**config.mk**
```make
export PLATFORM = sky130hd
export DESIGN_NAME = jt1942_rom_arb
export DESIGN_NICKNAME = d
export VERILOG_FILES = /design/src/rtl/jt1942_rom_arb.sv
export SDC_FILE = /design/constraint.sdc
export NUM_CORES = 1
export LEC_CHECK = 0
export CAP_MARGIN = 40
export CORE_MARGIN = 2
export CORE_UTILIZATION = 52
export DETAILED_ROUTE_END_ITERATION = 8
export PLACE_DENSITY_LB_ADDON = 0.12
export SLEW_MARGIN = 20
export SYNTH_ARGS = -nofsm -noshare
export SYNTH_HDL_FRONTEND = slang
export SYNTH_SLANG_ARGS = --single-unit
```
**constraint.sdc**
```tcl
create_clock -name clk_i -period 5.8 [get_ports clk_i]
set_clock_uncertainty 0.1 [all_clocks]
set_input_delay 0.87 -clock clk_i [delete_from_list [all_inputs] [get_ports clk_i]]
set_output_delay 0.87 -clock clk_i [all_outputs]
set_load 0.1 [all_outputs]
```
**src/rtl/jt1942_rom_arb.sv**
```systemverilog
// jt1942_rom_arb
//
// Arbitrates four ROM requesters (main CPU, sound CPU, char/scroll, object)
// onto the single frame SDRAM read port. Each slot keeps a one-word cache of
// the last word fetched for it, so repeated reads of the same address are
// served locally without an SDRAM access. Slot 0 has the highest priority.
//
// Ports:
//   clk_i          system clock, all logic on the rising edge
//   rst_i          synchronous active-high reset (clears everything)
//   loop_rst_i     SDRAM init in progress: abort fetch, invalidate caches
//   downloading_i  ROM download active: same effect as loop_rst_i
//   slot_req_i     per-slot level request, bit 0 = highest priority
//   slot_addr_i    per-slot word address, slot i at [i*AW +: AW]
//   slot_dout_o    per-slot cached data word, registered
//   slot_ok_o      slot i data valid for the current slot address
//   sdram_req_o    registered request to the SDRAM controller
//   sdram_addr_o   registered address accompanying sdram_req_o
//   sdram_ack_i    controller accepted the request (1-cycle pulse)
//   data_rdy_i     data_read_i valid (1-cycle pulse)
//   data_read_i    SDRAM read word
//   refresh_en_o   high when SDRAM refresh is allowed (nothing pending)
module jt1942_rom_arb #(
    parameter int unsigned AW = 22,
    parameter int unsigned DW = 32
) (
    input  logic            clk_i,
    input  logic            rst_i,
    input  logic            loop_rst_i,
    input  logic            downloading_i,
    input  logic [3:0]      slot_req_i,
    input  logic [4*AW-1:0] slot_addr_i,
    output logic [4*DW-1:0] slot_dout_o,
    output logic [3:0]      slot_ok_o,
    output logic            sdram_req_o,
    output logic [AW-1:0]   sdram_addr_o,
    input  logic            sdram_ack_i,
    input  logic            data_rdy_i,
    input  logic [DW-1:0]   data_read_i,
    output logic            refresh_en_o
);

    typedef enum logic [1:0] {
        StIdle,
        StWaitAck,
        StWaitRdy
    } state_e;

    state_e state_q, state_d;

    logic [3:0]    valid_q, valid_d;
    logic [AW-1:0] tag_q  [4];
    logic [AW-1:0] tag_d  [4];
    logic [DW-1:0] dout_q [4];
    logic [DW-1:0] dout_d [4];
    logic [1:0]    sel_q, sel_d;
    logic          sdram_req_q, sdram_req_d;
    logic [AW-1:0] sdram_addr_q, sdram_addr_d;

    logic [3:0] hit;
    logic [3:0] need;
    logic       any_need;
    logic [1:0] pick;
    logic       abort;
    logic       fill;

    // Cache lookup against the registered tags; a slot only needs the SDRAM
    // when it is requesting and its cached word does not match.
    always_comb begin
        for (int i = 0; i < 4; i++) begin
            hit[i]  = valid_q[i] & slot_req_i[i] & (slot_addr_i[i*AW +: AW] == tag_q[i]);
            need[i] = slot_req_i[i] & ~hit[i];
        end
    end

    assign any_need = |need;

    // Fixed priority: lowest index wins.
    always_comb begin
        pick = 2'd0;
        for (int i = 3; i >= 0; i--) begin
            if (need[i]) begin
                pick = 2'(i);
            end
        end
    end

    assign abort = loop_rst_i | downloading_i;

    // Data may arrive together with the ack; either way the word completes
    // the outstanding fetch. A data_rdy before the ack belongs to nobody.
    assign fill = ~abort & data_rdy_i &
                  ((state_q == StWaitRdy) | ((state_q == StWaitAck) & sdram_ack_i));

    // State register
    always_ff @(posedge clk_i) begin
        if (rst_i) begin
            state_q <= StIdle;
        end else begin
            state_q <= state_d;
        end
    end

    // Next-state logic
    always_comb begin
        state_d = state_q;
        if (abort) begin
            state_d = StIdle;
        end else begin
            unique case (state_q)
                StIdle: begin
                    if (any_need) begin
                        state_d = StWaitAck;
                    end
                end
                StWaitAck: begin
                    if (sdram_ack_i) begin
                        state_d = data_rdy_i ? StIdle : StWaitRdy;
                    end
                end
                StWaitRdy: begin
                    if (data_rdy_i) begin
                        state_d = StIdle;
                    end
                end
                default: state_d = StIdle;
            endcase
        end
    end

    // Output / datapath next-state logic
    always_comb begin
        valid_d      = valid_q;
        sel_d        = sel_q;
        sdram_req_d  = sdram_req_q;
        sdram_addr_d = sdram_addr_q;
        for (int i = 0; i < 4; i++) begin
            tag_d[i]  = tag_q[i];
            dout_d[i] = dout_q[i];
        end

        if (abort) begin
            // Cached words and tags survive; only validity is dropped.
            valid_d     = '0;
            sdram_req_d = 1'b0;
        end else begin
            if ((state_q == StIdle) && any_need) begin
                sel_d          = pick;
                sdram_addr_d   = slot_addr_i[pick*AW +: AW];
                sdram_req_d    = 1'b1;
                // The old word is being replaced; stop serving it.
                valid_d[pick]  = 1'b0;
            end
            if ((state_q == StWaitAck) && sdram_ack_i) begin
                sdram_req_d = 1'b0;
            end
            if (fill) begin
                // Stored under the latched address, even if the slot has
                // since moved on; it then simply reads as a miss.
                valid_d[sel_q] = 1'b1;
                tag_d[sel_q]   = sdram_addr_q;
                dout_d[sel_q]  = data_read_i;
            end
        end
    end

    always_ff @(posedge clk_i) begin
        if (rst_i) begin
            valid_q      <= '0;
            sel_q        <= '0;
            sdram_req_q  <= 1'b0;
            sdram_addr_q <= '0;
            for (int i = 0; i < 4; i++) begin
                tag_q[i]  <= '0;
                dout_q[i] <= '0;
            end
        end else begin
            valid_q      <= valid_d;
            sel_q        <= sel_d;
            sdram_req_q  <= sdram_req_d;
            sdram_addr_q <= sdram_addr_d;
            for (int i = 0; i < 4; i++) begin
                tag_q[i]  <= tag_d[i];
                dout_q[i] <= dout_d[i];
            end
        end
    end

    always_comb begin
        for (int i = 0; i < 4; i++) begin
            slot_dout_o[i*DW +: DW] = dout_q[i];
        end
    end

    assign slot_ok_o    = hit;
    assign sdram_req_o  = sdram_req_q;
    assign sdram_addr_o = sdram_addr_q;
    assign refresh_en_o = (state_q == StIdle) & ~any_need & ~rst_i & ~abort;

endmodule
```
## Word-level counts from Yosys, hierarchy flattened

Memories as Yosys holds them, arrays and structs flattened.
Index checks and enable logic that the tools add are counted.

| storage, ports and cells | value |
|---|---|
| word-level logic and storage cells | 111 |
| register bits | 31 |
| memory bits (writable) | 216 |
| memories | 2 |
| input bits | 130 |
| output and inout bits | 156 |

Memory list:

| memory | words | bits a word | rd ports | clocked after memory_dff | write ports | line | RTL |
|---|---|---|---|---|---|---|---|
| dout_q | 4 | 32 | 4 | 0 | 4 | 54 | `logic [DW-1:0] dout_q [4];` |
| tag_q | 4 | 22 | 4 | 0 | 4 | 52 | `logic [AW-1:0] tag_q [4];` |

| operators by class | value |
|---|---|
| shift-type cells | 1 |
| multiply operators | 1 |
| order comparisons | 6 |
| muxes and demuxes | 37 |
| reduce and logical (&&, ||, !) cells | 11 |
| eq/ne operators | 9 |
| bitwise gates (word level) | 39 |

Operator list:

| cell | count |
|---|---|
| $mux 128 | 2 |
| $mux 88 | 2 |
| $mux 32 | 5 |
| $bwmux 128 | 1 |
| $mux 22 | 5 |
| $bwmux 88 | 1 |
| $eq 22x22->1 | 4 |
| $shiftx 88x8->22 | 1 |
| $demux 32 s2 | 1 |
| $demux 22 s2 | 1 |
| $and 1x1->1 | 18 |
| $mux 2 | 8 |
| $mux 4 | 3 |
| $or 1x1->1 | 10 |
| $not 1->1 | 7 |
| $lt 2x3->1 const B | 2 |
| $mul 2x4->6 const B | 1 |
| $ne 2x2->1 const B | 3 |
| $pmux 2 s3 | 1 |
| $logic_and 1x1->1 | 5 |
| $mux 1 | 5 |
| $and 4x4->4 | 1 |
| $demux 1 s2 | 2 |
| $ge 2x1->1 const B | 2 |
| other kinds (13) | 13 |

## Logic depth before layout (Yosys ltp)

An unclocked memory read counts as a cell.

| depth | value |
|---|---|
| depth after elaboration | 19 |
| depth in mapped cells | 10 |
| gate-level depth less buffers | 7 |

## Worst setup path before layout

OpenSTA, ideal clock, no wires.

| timing path | value |
|---|---|
| path kind | input port to output port |
| from | in slot_addr_i[57] |
| to | out refresh_en_o |
| setup slack | 0.135 ns |
| buffers on the path | 1 |
| stages on the path | 7 |
| required time | 4.830 ns |
| data arrival time | 4.695 ns |
| cell sequence | xor2_1 > or4b_1 > or4_4 > o21ai_4 > buf_6 > nand2_1 > nor3_1 |

| on the way | value |
|---|---|
| word-level cells in the longest chain between the ends | 9 |

Ends and longest elaborated chain:

| item | line | RTL |
|---|---|---|
| from (decl) | 32 | `input logic [4*AW-1:0] slot_addr_i,` |
| $eq 22x22->1 | 71 | `hit[i] = valid_q[i] & slot_req_i[i] & (slot_addr_i[i*AW +: AW] == tag_q[i]);` |
| $and 1x1->1 | 71 |  |
| $not 1->1 | 72 | `need[i] = slot_req_i[i] & ~hit[i];` |
| $and 1x1->1 | 72 |  |
| $reduce_or 4->1 | 76 | `assign any_need = \|need;` |
| $not 1->1 | 198 | `assign refresh_en_o = (state_q == StIdle) & ~any_need & ~rst_i & ~abort;` |
| $and 1x1->1 (3 in series) | 198 |  |
| to (decl) | 40 | `output logic refresh_en_o` |

Every way passes these cells.

## Worst setup path in the final report

| timing path | value |
|---|---|
| from | in slot_addr_i[77] |
| to | out refresh_en_o |

The elaborated chain is that of the path after synthesis.

==> summary.md <==
| Metric | Value |
|---|---|
| Status | finished clean |
| EDFF count, synth | 0 |
| CP max FO | 4 |
| #FFs+latches synth | around 250 |
| CTS buffer count | 26 |
| Crit. End Element | primary output |
| GPL Wtd Cong | roughly 0.9 |
| Post-synth ARST share | 0% |
| Tot GR Track Use | between 40% and 50% |
| Unrepaired setup endpoints after global routing | false |
| CP Launch Type | input port |
| Worst VDD drop | roughly 0.3 mV |
| Post-route ant nets | 0 |
| H-tree lvl count | 1 |
| Port bufs | between 200 and 300 |
| Clock Root Buffer | clkbuf_16 |
| Mapped Nets | 1449 |
| Synth Cell Area | 0.0105 mm2 |
| Vias in the first global route | 13300 |
| Most frequent cell after synthesis | nand2_1 |
| Wire per inst | between 20 and 30 um |
| Post CTS Setup Buffer Count | 0 |
| Maximum clock rate | 212 MHz |
| Yosys warns | 0 |
| Starting Density | 53.4% |
| Post-synth top flop | dfxtp_1 |
| Final Hold Viols | 0 |
| Die W | between 100 and 150 um |
| Die Ht | ~150 um |
| Pwr dens | 230 mW/mm2 |
| Mapped Cells | 1319 |
| Avg Cell Area, Syn | just under 8 um2 |
| Slew @ Worst Pin | around 0.82 ns |
| Post-cts resize count | 0 |
| Count of final setup violators | 0 |
| Die ar. | about 0.021 mm2 |
| Vias per cell | 6.56 |
| Synth unique cells | 50 |
| Dpl ws | between 1 and 1.5 ns |
| CTS tree | built |
| Clk buf depth | 3 |
| Critical path data required time | between 4 and 5 ns |
| Hold-fix buffer count after cts | 0 |
| Dpl hpwl | 32500 um |
| Critical Path AT | roughly 3.7 ns |
| DRT iter0 DRCs | approximately 2000 |
| Top cells by area, synth | dfxtp_1 47%, nand2_1 17%, a21oi_1 11% |
| Grt ovf | 0 |
| Core ar. | between 0.015 and 0.02 mm2 |
| Number of antenna violations at the first check in global routing | 0 |
| Setup TNS | 0 ns |
| First-pass GRT wire length | ~80000 um |
| Period utilisation layout | between 80% and 90% |
| Largest net degree at the start of global routing | just over 80 |
| CTS Sinks | about 250 |
| IO Pins | between 200 and 300 |
| # DRC | 0 |
| Inserted Diodes | 0 |
| Layout cell share with drive strength beyond 1 | between 10% and 20% |
| Standard-cell row count | between 50 and 60 |
| Routed via count | roughly 13000 |
| TritonRoute pass-1 iters | 8 |
| Min cycle time layout | 4.71 ns |
| Detailed Route WL | 54300 um |
| Fin nets | 1842 |
| Crit Path Class | input port to primary output |
| Register area share after synthesis | a little under half |
| Syn-to-layout area delta | 66.9% |
| Final Max Tran Viols | 0 |
| Skew-Pair Late Insertion Delay | about 0.55 ns |
| Top cells by count, synth | 466 x nand2_1, 247 x dfxtp_1, 222 x a21oi_1, 79 x clkbuf_1, 55 x xnor2_1 |
| Min-Delay Path Class | flop to flop |
| Clk slew on worst S/H paths | approximately 0.070 ns |
| Dominant cell type by area after synthesis | dfxtp_1 |
| Max-slew headroom | a little under half |
| Synth top area share | between 40% and 50% |
| Min setup slack post-route | 1.09 ns |
| Max Cap Viol | 0 |
| Leak Pwr | about 0.0061 uW |
-- final timing paths --
kind,depth (start not counted),slack [ns],to,startpoint
setup / recovery,8,1.09,refresh_en_o,slot_addr_i[77]
hold / removal,2,0.36,dout_q[0][47],dout_q[0][47]
hold reg to reg,2,0.36,dout_q[0][47],dout_q[0][47]
setup reg to reg,8,2.30,dout_q[0][80],state_q[0]
-- cell type report --
class / instances / area, um2
Multi-Input combinational cell: 977 / 5140
Fill cell: 771 / 2140
Tap cell: 265 / 332
Clock inverter: 10 / 148
Clock buffer: 37 / 742
Inverter: 2 / 7.51
Timing Repair Buffer: 458 / 6130
Sequential cell: 247 / 4940
-- sequential cells by signal, summed over array words and instances (netlist names) --
name	count
dout_q	128
tag_q	88
sdram_addr_o	22
valid_q	4
sel_q	2
state_q	2
sdram_req_o	1
-- through the flow --
stage	hold slack (ns)	std cells	util, %	total power (uW)	instance area [um2]
floorplan	0.343	1319	-	1990	10500
global placement	0.340	1791	68.4	2180	13400
detailed placement	0.349	1946	84.3	2230	16500
CTS	0.357	1993	88.8	3970	17400
global route	0.372	1996	89.1	4060	17500
finish	0.358	1996	89.1	4010	17500
-- power breakdown --
part | internal (uW) | leakage [uW] | switching [uW]
sequential | 1710 | 0.00199 | 34.4
combinational | 197 | 0.00365 | 281
clock | 1030 | 0.000425 | 765
total | 2930 | 0.00606 | 1080
-- logic make-up (layout without fill, tap and decap cells) --
| family | count (synthesis) | after routing | share of synthesized area [%] |
|---|---|---|---|
| DFF | 247 | 247 | 47.3 |
| muxes | 1 | 1 | 0.0957 |
| and+or+nand+nor | 584 | 584 | 23.0 |
| buffers and inverters | 95 | 507 | 3.77 |
| AOI/OAI and AO/OA | 304 | 304 | 18.5 |
| xor gates and xnor gates | 88 | 88 | 7.37 |
-- layout by cell type (no fill, tap or decap), types with 3 or more instances in the layout --
cell	count
nand2_1	465
clkdlybuf4s50_1	282
dfxtp_1	247
a21oi_1	222
buf_8	95
buf_16	63
xnor2_1	55
xor2_1	33
nor2_1	32
nand3_1	27
clkbuf_16	26
a22oi_1	21
a21o_1	21
a311oi_2	20
nand4_1	16
buf_4	16
nor4_1	7
nor3_1	6
clkbuf_1	6
nor4b_1	5
clkbuf_8	5
and2_1	3
bufinv_16	3
clkinvlp_4	3
-- metal layers --
layer	up-vias	routed length, um	track usage, %
met1	6042	17200	51.9
li1	5202	-	-
met2	1366	24500	78.3
met3	477	6660	13.2
met5	-	0	0
met4	0	5880	39.8
-- critical path, stage by stage --
cell and delay (ns):
clkdlybuf4s50_1 0.45, xor2_1 0.15, or4_1 0.58, nor4_1 0.58
a21bo_2 0.31, nand2_1 0.15, nor3_1 0.41, buf_12 0.24
No activity file was read; power rests on OpenSTA's default activity.
